`config.mk`:
```
export PLATFORM = sky130hd
export DESIGN_NAME = prog_timer_flat
export DESIGN_NICKNAME = d
export VERILOG_FILES = /design/src/rtl/prog_timer_if.sv /design/src/rtl/prog_timer.sv /design/src/flat_wrapper.sv
export SDC_FILE = /design/constraint.sdc
export NUM_CORES = 1
export LEC_CHECK = 0
export CAP_MARGIN = 20
export CORE_MARGIN = 2
export CORE_UTILIZATION = 52
export CTS_CLUSTER_SIZE = 10
export DETAILED_ROUTE_END_ITERATION = 16
export GPL_ROUTABILITY_DRIVEN = 0
export PLACE_DENSITY = 0.83
export SLEW_MARGIN = 15
export SYNTH_ARGS = -nofsm -noshare
export SYNTH_HDL_FRONTEND = slang
export SYNTH_SLANG_ARGS = --single-unit
```
`constraint.sdc`:
```
create_clock -name clk -period 3.7 [get_ports clk]
set_input_delay 0.925 -clock clk [delete_from_list [all_inputs] [get_ports clk]]
set_output_delay 0.925 -clock clk [all_outputs]
set_load 0.005 [all_outputs]
```
`src/rtl/prog_timer_if.sv`:
```
// Control/status bundle for prog_timer.
// master drives the controls (enable, load, load_value, prescale, mode,
// start, stop); slave returns the status (count, running, done, expired).
// With PROG_TIMER_IRQ_EN: irq_clear (master -> slave), irq (slave -> master).
interface prog_timer_if #(
    parameter int WIDTH    = 8,
    parameter int PS_WIDTH = 4
);
    logic                enable;
    logic                load;
    logic [WIDTH-1:0]    load_value;
    logic [PS_WIDTH-1:0] prescale;
    logic                mode;
    logic                start;
    logic                stop;
    logic [WIDTH-1:0]    count;
    logic                running;
    logic                done;
    logic                expired;
`ifdef PROG_TIMER_IRQ_EN
    logic                irq_clear;
    logic                irq;
`endif

    modport master (
        output enable, load, load_value, prescale, mode, start, stop,
`ifdef PROG_TIMER_IRQ_EN
        output irq_clear,
        input  irq,
`endif
        input  count, running, done, expired
    );

    modport slave (
        input  enable, load, load_value, prescale, mode, start, stop,
`ifdef PROG_TIMER_IRQ_EN
        input  irq_clear,
        output irq,
`endif
        output count, running, done, expired
    );
endinterface

```
`src/rtl/prog_timer.sv`:
```
// Programmable timer: period register, prescaler, start/stop, one-shot or
// periodic mode, one-cycle done pulse at each terminal count.
// Ports: clk, reset (sync, active-high), bus (prog_timer_if.slave).
// Optional macro PROG_TIMER_IRQ_EN adds a sticky irq with irq_clear.
module prog_timer #(
    parameter int WIDTH    = 8,
    parameter int PS_WIDTH = 4
) (
    input logic          clk,
    input logic          reset,
    prog_timer_if.slave  bus
);
    typedef enum logic [1:0] {IDLE, RUN, EXPIRED} state_t;

    state_t              state, state_n;
    logic [WIDTH-1:0]    count_q, count_n;
    logic [WIDTH-1:0]    period_q, period_n;
    logic [PS_WIDTH-1:0] psc_q, psc_n;
    logic                mode_q, mode_n;
    logic                done_q, done_n;
    logic                running_q, expired_q;
    logic                tick;

    always_comb begin
        tick = (state == RUN) && bus.enable && (psc_q == bus.prescale);
    end

    always_comb begin
        state_n  = state;
        count_n  = count_q;
        psc_n    = psc_q;
        mode_n   = mode_q;
        done_n   = 1'b0;
        // load is independent of the FSM; with start it sets the new run's period
        period_n = bus.load ? bus.load_value : period_q;
        if (bus.stop) begin
            if (state == RUN)
                state_n = IDLE;
        end else if (bus.start) begin
            state_n = RUN;
            count_n = '0;
            psc_n   = '0;
            mode_n  = bus.mode;
        end else if (state == RUN && bus.enable) begin
            if (tick) begin
                psc_n = '0;
                if (count_q == period_q) begin
                    count_n = '0;
                    done_n  = 1'b1;
                    if (mode_q)
                        state_n = EXPIRED;
                end else begin
                    // a shrunk period below count wraps through all ones
                    count_n = count_q + 1'b1;
                end
            end else begin
                psc_n = psc_q + 1'b1;
            end
        end
    end

    always_ff @(posedge clk) begin
        if (reset) begin
            state     <= IDLE;
            count_q   <= '0;
            period_q  <= '1;
            psc_q     <= '0;
            mode_q    <= 1'b0;
            done_q    <= 1'b0;
            running_q <= 1'b0;
            expired_q <= 1'b0;
        end else begin
            state     <= state_n;
            count_q   <= count_n;
            period_q  <= period_n;
            psc_q     <= psc_n;
            mode_q    <= mode_n;
            done_q    <= done_n;
            running_q <= (state_n == RUN);
            expired_q <= (state_n == EXPIRED);
        end
    end

    assign bus.count   = count_q;
    assign bus.running = running_q;
    assign bus.done    = done_q;
    assign bus.expired = expired_q;

`ifdef PROG_TIMER_IRQ_EN
    logic irq_q;

    // set wins over a simultaneous clear
    always_ff @(posedge clk) begin
        if (reset)
            irq_q <= 1'b0;
        else if (done_n)
            irq_q <= 1'b1;
        else if (bus.irq_clear)
            irq_q <= 1'b0;
    end

    assign bus.irq = irq_q;
`endif
endmodule

```
`src/flat_wrapper.sv`:
```
// flat-port wrapper written by rule: the top's interface ports become plain ports
module prog_timer_flat 
#(
    parameter int WIDTH    = 8,
    parameter int PS_WIDTH = 4
)
  (clk, reset, bus_enable, bus_load, bus_load_value, bus_prescale, bus_mode, bus_start, bus_stop, bus_count, bus_running, bus_done, bus_expired);
  prog_timer_if #(.WIDTH(WIDTH), .PS_WIDTH(PS_WIDTH)) bus_i ();
  input logic clk;
  input logic reset;
  input wire logic [$bits(bus_i.enable)-1:0] bus_enable;
  input wire logic [$bits(bus_i.load)-1:0] bus_load;
  input wire logic [$bits(bus_i.load_value)-1:0] bus_load_value;
  input wire logic [$bits(bus_i.prescale)-1:0] bus_prescale;
  input wire logic [$bits(bus_i.mode)-1:0] bus_mode;
  input wire logic [$bits(bus_i.start)-1:0] bus_start;
  input wire logic [$bits(bus_i.stop)-1:0] bus_stop;
  output wire logic [$bits(bus_i.count)-1:0] bus_count;
  output wire logic [$bits(bus_i.running)-1:0] bus_running;
  output wire logic [$bits(bus_i.done)-1:0] bus_done;
  output wire logic [$bits(bus_i.expired)-1:0] bus_expired;
  assign bus_i.enable = bus_enable;
  assign bus_i.load = bus_load;
  assign bus_i.load_value = bus_load_value;
  assign bus_i.prescale = bus_prescale;
  assign bus_i.mode = bus_mode;
  assign bus_i.start = bus_start;
  assign bus_i.stop = bus_stop;
  assign bus_count = bus_i.count;
  assign bus_running = bus_i.running;
  assign bus_done = bus_i.done;
  assign bus_expired = bus_i.expired;
  prog_timer #(.WIDTH(WIDTH), .PS_WIDTH(PS_WIDTH)) u_core (.clk(clk), .reset(reset), .bus(bus_i));
endmodule
```
[Word-level counts from Yosys, hierarchy flattened]
Cells that the tools add are included.
Widths: inputs -> output; s select.
Word-level totals
  output and inout bits: 11
  input port bits: 19
  flip-flop bits (word level): 26
  logic and storage cells: 41
Operators by class
  bitwise operators: 3
  muxes and demuxes: 15
  reductions and logical operators: 8
  equal/unequal tests: 5
  add/sub/neg operators: 2
Operators by type and width (count)
  $mux 8: 4
  $mux 2: 7
  $mux 4: 3
  $add 8x1->8 const B: 1
  $eq 8x8->1: 1
  $reduce_or 5->1: 1
  $add 4x1->4 const B: 1
  $eq 2x1->1 const B: 2
  $eq 4x4->1: 1
  $reduce_and 2->1: 2
  $reduce_bool 2->1: 2
  $not 1->1: 3
  $reduce_and 3->1: 1
  $eq 2x2->1 const B: 1
  $logic_and 1x1->1: 2
  $mux 1: 1

[Longest topological paths before layout]
Gate-level depths: netlist (run 1).
  depth after elaboration: 8
  depth in mapped cells: 6
  depth with buffers taken out: 5

[Worst setup path after synthesis (run 1)]
Ideal clock, no wire load.
  kind: input -> register
  start point: input bus_prescale[0]
  end point: register u_core.count_q[5] (netlist: u_core.bus.count[5])
  data required time: 3.630 ns
  arrival time: 2.308 ns
  library setup time: 0.070 ns
  slack: 1.322 ns
  stages: 6
  path buffers: 1
  cells stage by stage: xnor2_1 > nand4_2 > o31a_1 > buf_6 > or4_1 > a21oi_1
Between the ends
  word-level cells in the longest chain between the ends: 4
RTL lines
  start: declaration: RTL line flat_wrapper.sv:14  | input wire logic [$bits(bus_i.prescale)-1:0] bus_prescale;
  $eq 4x4->1: RTL line prog_timer.sv:25  | tick = (state == RUN) && bus.enable && (psc_q == bus.prescale);
  $logic_and 1x1->1: RTL line prog_timer.sv:25
  $reduce_bool 2->1 (no source line)
  $reduce_and 3->1 (no source line)
  end signal: assignment: RTL line prog_timer.sv:74  | count_q <= count_n;
  end: declaration: RTL line prog_timer.sv:16  | logic [WIDTH-1:0] count_q, count_n;
No other way between the ends.
A chain may end at the register's enable or synchronous reset.

[Worst setup path after layout (run 1)]
  start point: input bus_prescale[1]
  end point: register u_core.count_q[5] (netlist: u_core.bus.count[5])
Same word-level chain as after synthesis.

==> results of run 1 <==
==> through the flow <==
step,worst slack [ns],instances,util
detailed placement,0.7380,183,0.6874
CTS,1.067,186,0.6975
finish,1.062,186,0.6975
global placement,0.8321,183,0.6874
global route,0.9588,186,0.6975
floorplan,1.322,131,-
==> worst max-delay path: stages <==
cell,delay (ns)
clkdlybuf4s50_1,0.48
xnor2_1,0.13
nand4_2,0.20
o31a_1,0.44
or4_1,0.54
a21oi_1,0.17
==> flip-flops by register name, indices dropped and copies added (netlist names) <==
register,flops
u_core.bus.count,8
u_core.period_q,8
u_core.psc_q,4
u_core.state,2
u_core.bus.done,1
u_core.bus.expired,1
u_core.bus.running,1
u_core.mode_q,1
==> layout make-up <==
type,count,area share
tap,28,0.02249
timing repair buffer,29,0.1863
inverter,4,0.009639
sequential,26,0.3341
clock buffer,3,0.01446
multi-input combinational,96,0.4329
==> routing by layer <==
metal | vias up | GRT usage
met4 | 0 | 0.07265
met1 | 501 | 0.2500
met5 | - | 0
met3 | 7 | 0.02857
li1 | 530 | -
met2 | 45 | 0.3813
==> worst max path at each step <==
stage               startpoint             endpoint  slack [ns]  cells past startpoint
3_3_place_gp   bus_prescale[0]  u_core.bus.count[7]        0.83                      6
4_1_cts        bus_prescale[1]  u_core.bus.count[5]        1.07                      6
3_5_place_dp   bus_prescale[1]  u_core.bus.count[5]        0.74                      6
5_1_grt        bus_prescale[0]  u_core.bus.count[5]        0.96                      6
2_1_floorplan  bus_prescale[0]  u_core.bus.count[5]        1.32                      6
6_report       bus_prescale[1]  u_core.bus.count[5]        1.06                      6
==> where the power goes <==
| group | leakage (nW) | internal, mW | switching, mW |
|---|---|---|---|
| logic | 0.284 | 0.0411 | 0.0293 |
| registers | 0.213 | 0.290 | 0.00862 |
| clock network | 0.0138 | 0.0381 | 0.0756 |
==> cell usage after synthesis <==
cell        n  area, um2
dfxtp_1    26      520.5
nand4b_1    1      8.760
or2_2       2      12.51
o22ai_1     1      6.260
nand4_2     1      12.51
and4_2      1      10.01
mux2i_1     1      10.01
ha_1        2      25.02
xor2_1      1      8.760
o21ai_0     2      10.01
nor4_1      2      12.51
nor3_1      4      20.02
or4_1       4      30.03
nand2_1     5      18.77
nor3b_1     2      15.01
o31a_1      2      17.52
o2111ai_1   1      8.760
buf_6       1      11.26
a21oi_1     8      40.04
nand2b_1    3      18.77
nor2_1      6      22.52
or3_1       1      6.260
nand3_1     2      10.01
xnor2_1    16      140.1
a22oi_1     1      7.510
o311a_1     1      10.01
nand4_1     3      18.77
nor2b_1     8      50.05
nand3b_1    1      7.510
a211o_1     8      70.07
clkbuf_1    4      15.01
nor4b_1     1      8.760
o31ai_1     5      37.54
inv_1       4      15.01
==> kinds of logic (layout without fill, tap and decap cells) <==
kind of cell	after synthesis	after routing	share of synthesized area
compound gates	29	29	0.1680
simple gates	47	47	0.2288
xor+xnor	17	17	0.1204
fa+ha+maj	2	2	0.02024
buf+inv	9	36	0.03339
mux	1	1	0.008097
flops	26	26	0.4211
==> impl_metrics.tcl, run 1 <==
set metrics [dict create \
    slew-limit-headroom 0.4632 \
    leakage_nw 0.5103 \
    power_uw 482.9 \
    clk_latency_ns 0.31 \
    path_class "input pin to register" \
    syn_area_um2 1236 \
    grt_use_total 0.2102 \
    power_density_nw_per_um2 310.0 \
    yosysSeqAreaShare 0.4211 \
    cts_buffers 3 \
    grt-ovfl-total 0 \
    ff2ff_setup_slack_ns 1.68 \
    whs_endpoint "u_core.bus.count[7]" \
    clkTransAtPathRegs_ns 0.13 \
    h-tree-depth 1 \
    final_area_um2 1558 \
    first_pass_iters 4 \
    synth_fp_nets 152 \
    grt_max_degree 21 \
    cts-resized-gates 0 \
    dp_hpwl_mm 1.905 \
    start_kind "input pin" \
    yosysWarningCount 0 \
    top_layer "met4" \
    start_util 0.5535 \
    die_h_um 52.76 \
    met1_length_mm 1.062 \
    min_period_over_period 0.7130 \
    cap_violations 0 \
    max_freq_mhz 379.1 \
    rsz0062_at_grt "no" \
    ir_drop_uv 232.8 \
    fillers 196 \
    clockBufferDepth 2 \
    holdPathStages 2 \
    clock_sink_count 26 \
    n_antenna_cell 0 \
    outcome "finished clean" \
    multi_input_area_um2 674.4 \
    hp-class "register to register" \
    wire_per_inst_um 13.90 \
    antenna_left 0 \
    grt_pass1_wl_mm 4.312 \
    finClkSkew_ns 0.004182 \
    die_area_um2 2783 \
    hold_slack_ns 0.5322 \
    wl_met2_mm 1.327 \
    core_region_area_um2 2233 \
    dpl-instance-area_um2 1535 \
    rows 17 \
    vias_per_cell 5.823 \
    timing.rr.end "u_core.bus.count[5]" \
    final-setup-viol-count 0 \
    die_w_um 52.76 \
    cp_max_fo 11 \
    hold_buffers 0 \
    min-delay-start "u_core.bus.count[7]" \
    endpoint_kind "register" \
    synthDistinctLibCells 34 \
    syn_inst 131 \
    cts_tree "done" \
    arrival_ns 2.89 \
    clockRootBuffer "clkbuf_4" \
    r2r_start "u_core.psc_q[0]" \
    portBuffers 29 \
    dr_wl_met3_um 156 \
    hold_viol 0 \
    final_nets 181 \
    rr_worst_depth 5 \
    final_cell_mix "clkdlybuf4s50_1, dfxtp_1, xnor2_1" \
    regArea_um2 520.5 \
    required_ns 3.95 \
    postCtsSetupBuffers 0 \
    vias 1083 \
    synth_area_per_cell_um2 9.437 \
    synth_seq_cells 26 \
    io_pins 30 \
    synthToLayoutAreaGrowth_pct 26.01 \
    layout-drive-gt1-share 0.04430 \
    routed_wl_mm 2.586 \
    layout_min_cycle_time_ns 2.638 \
    finalMaxSlewViolations 0 \
    drt_iter0_drc 28 \
    final_common_cell "clkdlybuf4s50_1" \
    drc 0 \
    antenna_found_initial 0 \
    final.setup.tns_ns 0 \
    tightestPinTransition_ns 0.7984 \
    grt_pass1_vias 1008 \
]
Note: power is estimated with default switching activity, not from simulation.
==> inputs of run 2 (changes only) <==
--- a/config.mk
+++ b/config.mk
@@ -7,11 +7,11 @@
 export LEC_CHECK = 0
 export CAP_MARGIN = 20
 export CORE_MARGIN = 2
-export CORE_UTILIZATION = 52
+export CORE_UTILIZATION = 43
 export CTS_CLUSTER_SIZE = 10
 export DETAILED_ROUTE_END_ITERATION = 16
 export GPL_ROUTABILITY_DRIVEN = 0
-export PLACE_DENSITY = 0.83
+export PLACE_DENSITY = 0.74
 export SLEW_MARGIN = 15
 export SYNTH_ARGS = -nofsm -noshare
 export SYNTH_HDL_FRONTEND = slang
==> constraint.sdc (replaced) <==
create_clock -name clk -period 2.35 [get_ports clk]
set_input_delay 0.5875 -clock clk [delete_from_list [all_inputs] [get_ports clk]]
set_output_delay 0.5875 -clock clk [all_outputs]
set_load 0.005 [all_outputs]
==> run 2 against run 1 <==
Net effect: first-iteration DRC count grew 79%; final area grew 6.4%; sequential share of layout area shrank 2.0 points; total power grew 71%; register-to-register slack lost 1.2 ns; critical path depth is the same; non-clock buffer count grew 11; critical endpoint unchanged; sequential cell count is the same; combinational power grew 76%; global-route usage shrank 3.2 points.
==> impl_metrics.tcl, run 2 (same netlist as run 1, synthesis figures left out) <==
set metrics [dict create \
    grt_max_degree 17 \
    power_density_nw_per_um2 497.8 \
    drc 0 \
    critPathMaxStageDelay_ns 0.52 \
    grt-ovfl-total 0 \
    layout-drive-gt1-share 0.1118 \
    finalMaxSlewViolations 0 \
    clockBufferDepth 2 \
    layout_min_cycle_time_ns 2.107 \
    vias_per_cell 5.507 \
    rr_worst_depth 5 \
    drt_iter0_drc 50 \
    dpl-instance-area_um2 1622 \
    grt_pass1_wl_mm 4.726 \
    grt_use_total 0.1786 \
    ir_drop_uv 371.1 \
    required_ns 2.62 \
    portBuffers 29 \
    cts_tree "done" \
    hold_slack_ns 0.5282 \
    clock_sink_count 26 \
    min-delay-start "u_core.bus.count[7]" \
    final_nets 192 \
    n_antenna_cell 0 \
    postLayoutSetupSlackWorst_ns 0.2433 \
    core_region_area_um2 2734 \
    hold_buffers 0 \
    start_util 0.4522 \
    die_h_um 57.62 \
    outcome "finished clean" \
    final_common_cell "clkdlybuf4s50_1" \
    final-setup-viol-count 0 \
    vias 1107 \
    path_class "input pin to register" \
    final_area_um2 1658 \
    clockRootBuffer "clkbuf_4" \
    crit_slowest_cell "or4_1" \
    final.setup.tns_ns 0 \
    final_cell_mix "clkdlybuf4s50_1, dfxtp_1, xnor2_1" \
    endpoint_kind "register" \
    r2r_start "u_core.psc_q[0]" \
    numPlacedInstances 197 \
    hold_viol 0 \
    final_util 0.6064 \
    clk_latency_ns 0.33 \
    max_freq_mhz 474.7 \
    arrival_ns 2.38 \
    wire_per_inst_um 13.17 \
    postCtsSetupBuffers 0 \
    io_pins 30 \
    h-tree-depth 1 \
    timing.rr.end "u_core.bus.count[5]" \
    grt_pass1_vias 1111 \
    slew-limit-headroom 0.6777 \
    crit_chain "clkdlybuf4s50_1 > xnor2_1 > nand4_2 > o31a_1 > or4_1 > a21oi_1" \
    tightestPinTransition_ns 0.4820 \
    rsz0062_at_grt "no" \
    dp_hpwl_mm 2.011 \
    die_area_um2 3319 \
    holdPathStages 2 \
    routed_wl_mm 2.647 \
    dp_slack_ns -0.1400 \
    clkTransAtPathRegs_ns 0.14 \
    rows 19 \
    antenna_left 0 \
    first_pass_iters 4 \
    ff2ff_setup_slack_ns 0.51 \
    finClkSkew_ns 0.005368 \
    min_period_over_period 0.8965 \
    whs_endpoint "u_core.bus.count[7]" \
    cts-resized-gates 0 \
    fillers 239 \
    leakage_nw 0.5695 \
    cp_max_fo 8 \
    power_uw 825.2 \
    antenna_found_initial 0 \
    cts_buffers 3 \
    cap_violations 0 \
    start_kind "input pin" \
    hp-class "register to register" \
    fin_cells 201 \
    die_w_um 57.62 \
    synthToLayoutAreaGrowth_pct 34.11 \
]
-- run 2: changes by cell type in the layout (fill, tap and decap cells not counted) --
| cell | previous run | this run |
|---|---|---|
| clkbuf_8 | 0 | 1 |
| buf_4 | 0 | 11 |
-- run 2: layout make-up --
type,instances,area [um2],area share
clock buffers,4,36.28,0.02189
inverters,4,15.01,0.009057
multi-input cells,96,674.4,0.4068
flip-flops and latches,26,520.5,0.3140
well taps,31,38.79,0.02340
repair buffers,40,372.9,0.2249
-- run 2: report_power, final --
part	switching [mW]	leakage, nW	internal (mW)
Sequential	0.0142	0.213	0.457
Clock	0.135	0.0210	0.0950
Combinational	0.0482	0.336	0.0753
Total	0.198	0.569	0.627
-- run 2: per-layer routing --
layer  part of all wire  up-vias  GRT usage
li1                   -      554          -
met1               0.47      513     0.2264
met2               0.47       35     0.2922
met3              0.048        5    0.03348
met4              0.017        0    0.08638
met5                  0        -          0
-- run 2: how the worst max path moves through the flow --
stage / startpoint / to
after floorplan: bus_prescale[0] / u_core.bus.count[5]
after global placement: bus_prescale[0] / u_core.bus.count[7]
after detailed placement: bus_prescale[1] / u_core.bus.count[6]
after CTS: bus_prescale[1] / u_core.bus.count[5]
after global routing: bus_prescale[1] / u_core.bus.count[5]
final: bus_prescale[0] / u_core.bus.count[5]
-- run 2: critical path: cells and delay by family --
kind / cells / cell delay [ns]
AOI/OAI and AO/OA: 2 / 0.54
xor gates and xnor gates: 1 / 0.13
buffers and inverters: 1 / 0.47
and+or+nand+nor: 2 / 0.66
==> inputs of run 3 (changes only) <==
--- a/config.mk
+++ b/config.mk
@@ -12,7 +12,7 @@
 export DETAILED_ROUTE_END_ITERATION = 16
 export GPL_ROUTABILITY_DRIVEN = 0
 export PLACE_DENSITY = 0.74
-export SLEW_MARGIN = 15
+export SKIP_CTS_REPAIR_TIMING = 1
 export SYNTH_ARGS = -nofsm -noshare
 export SYNTH_HDL_FRONTEND = slang
 export SYNTH_SLANG_ARGS = --single-unit
==> results of run 3 <==
Same layout as run 2: the final DEF is identical, and so are final timing and power.
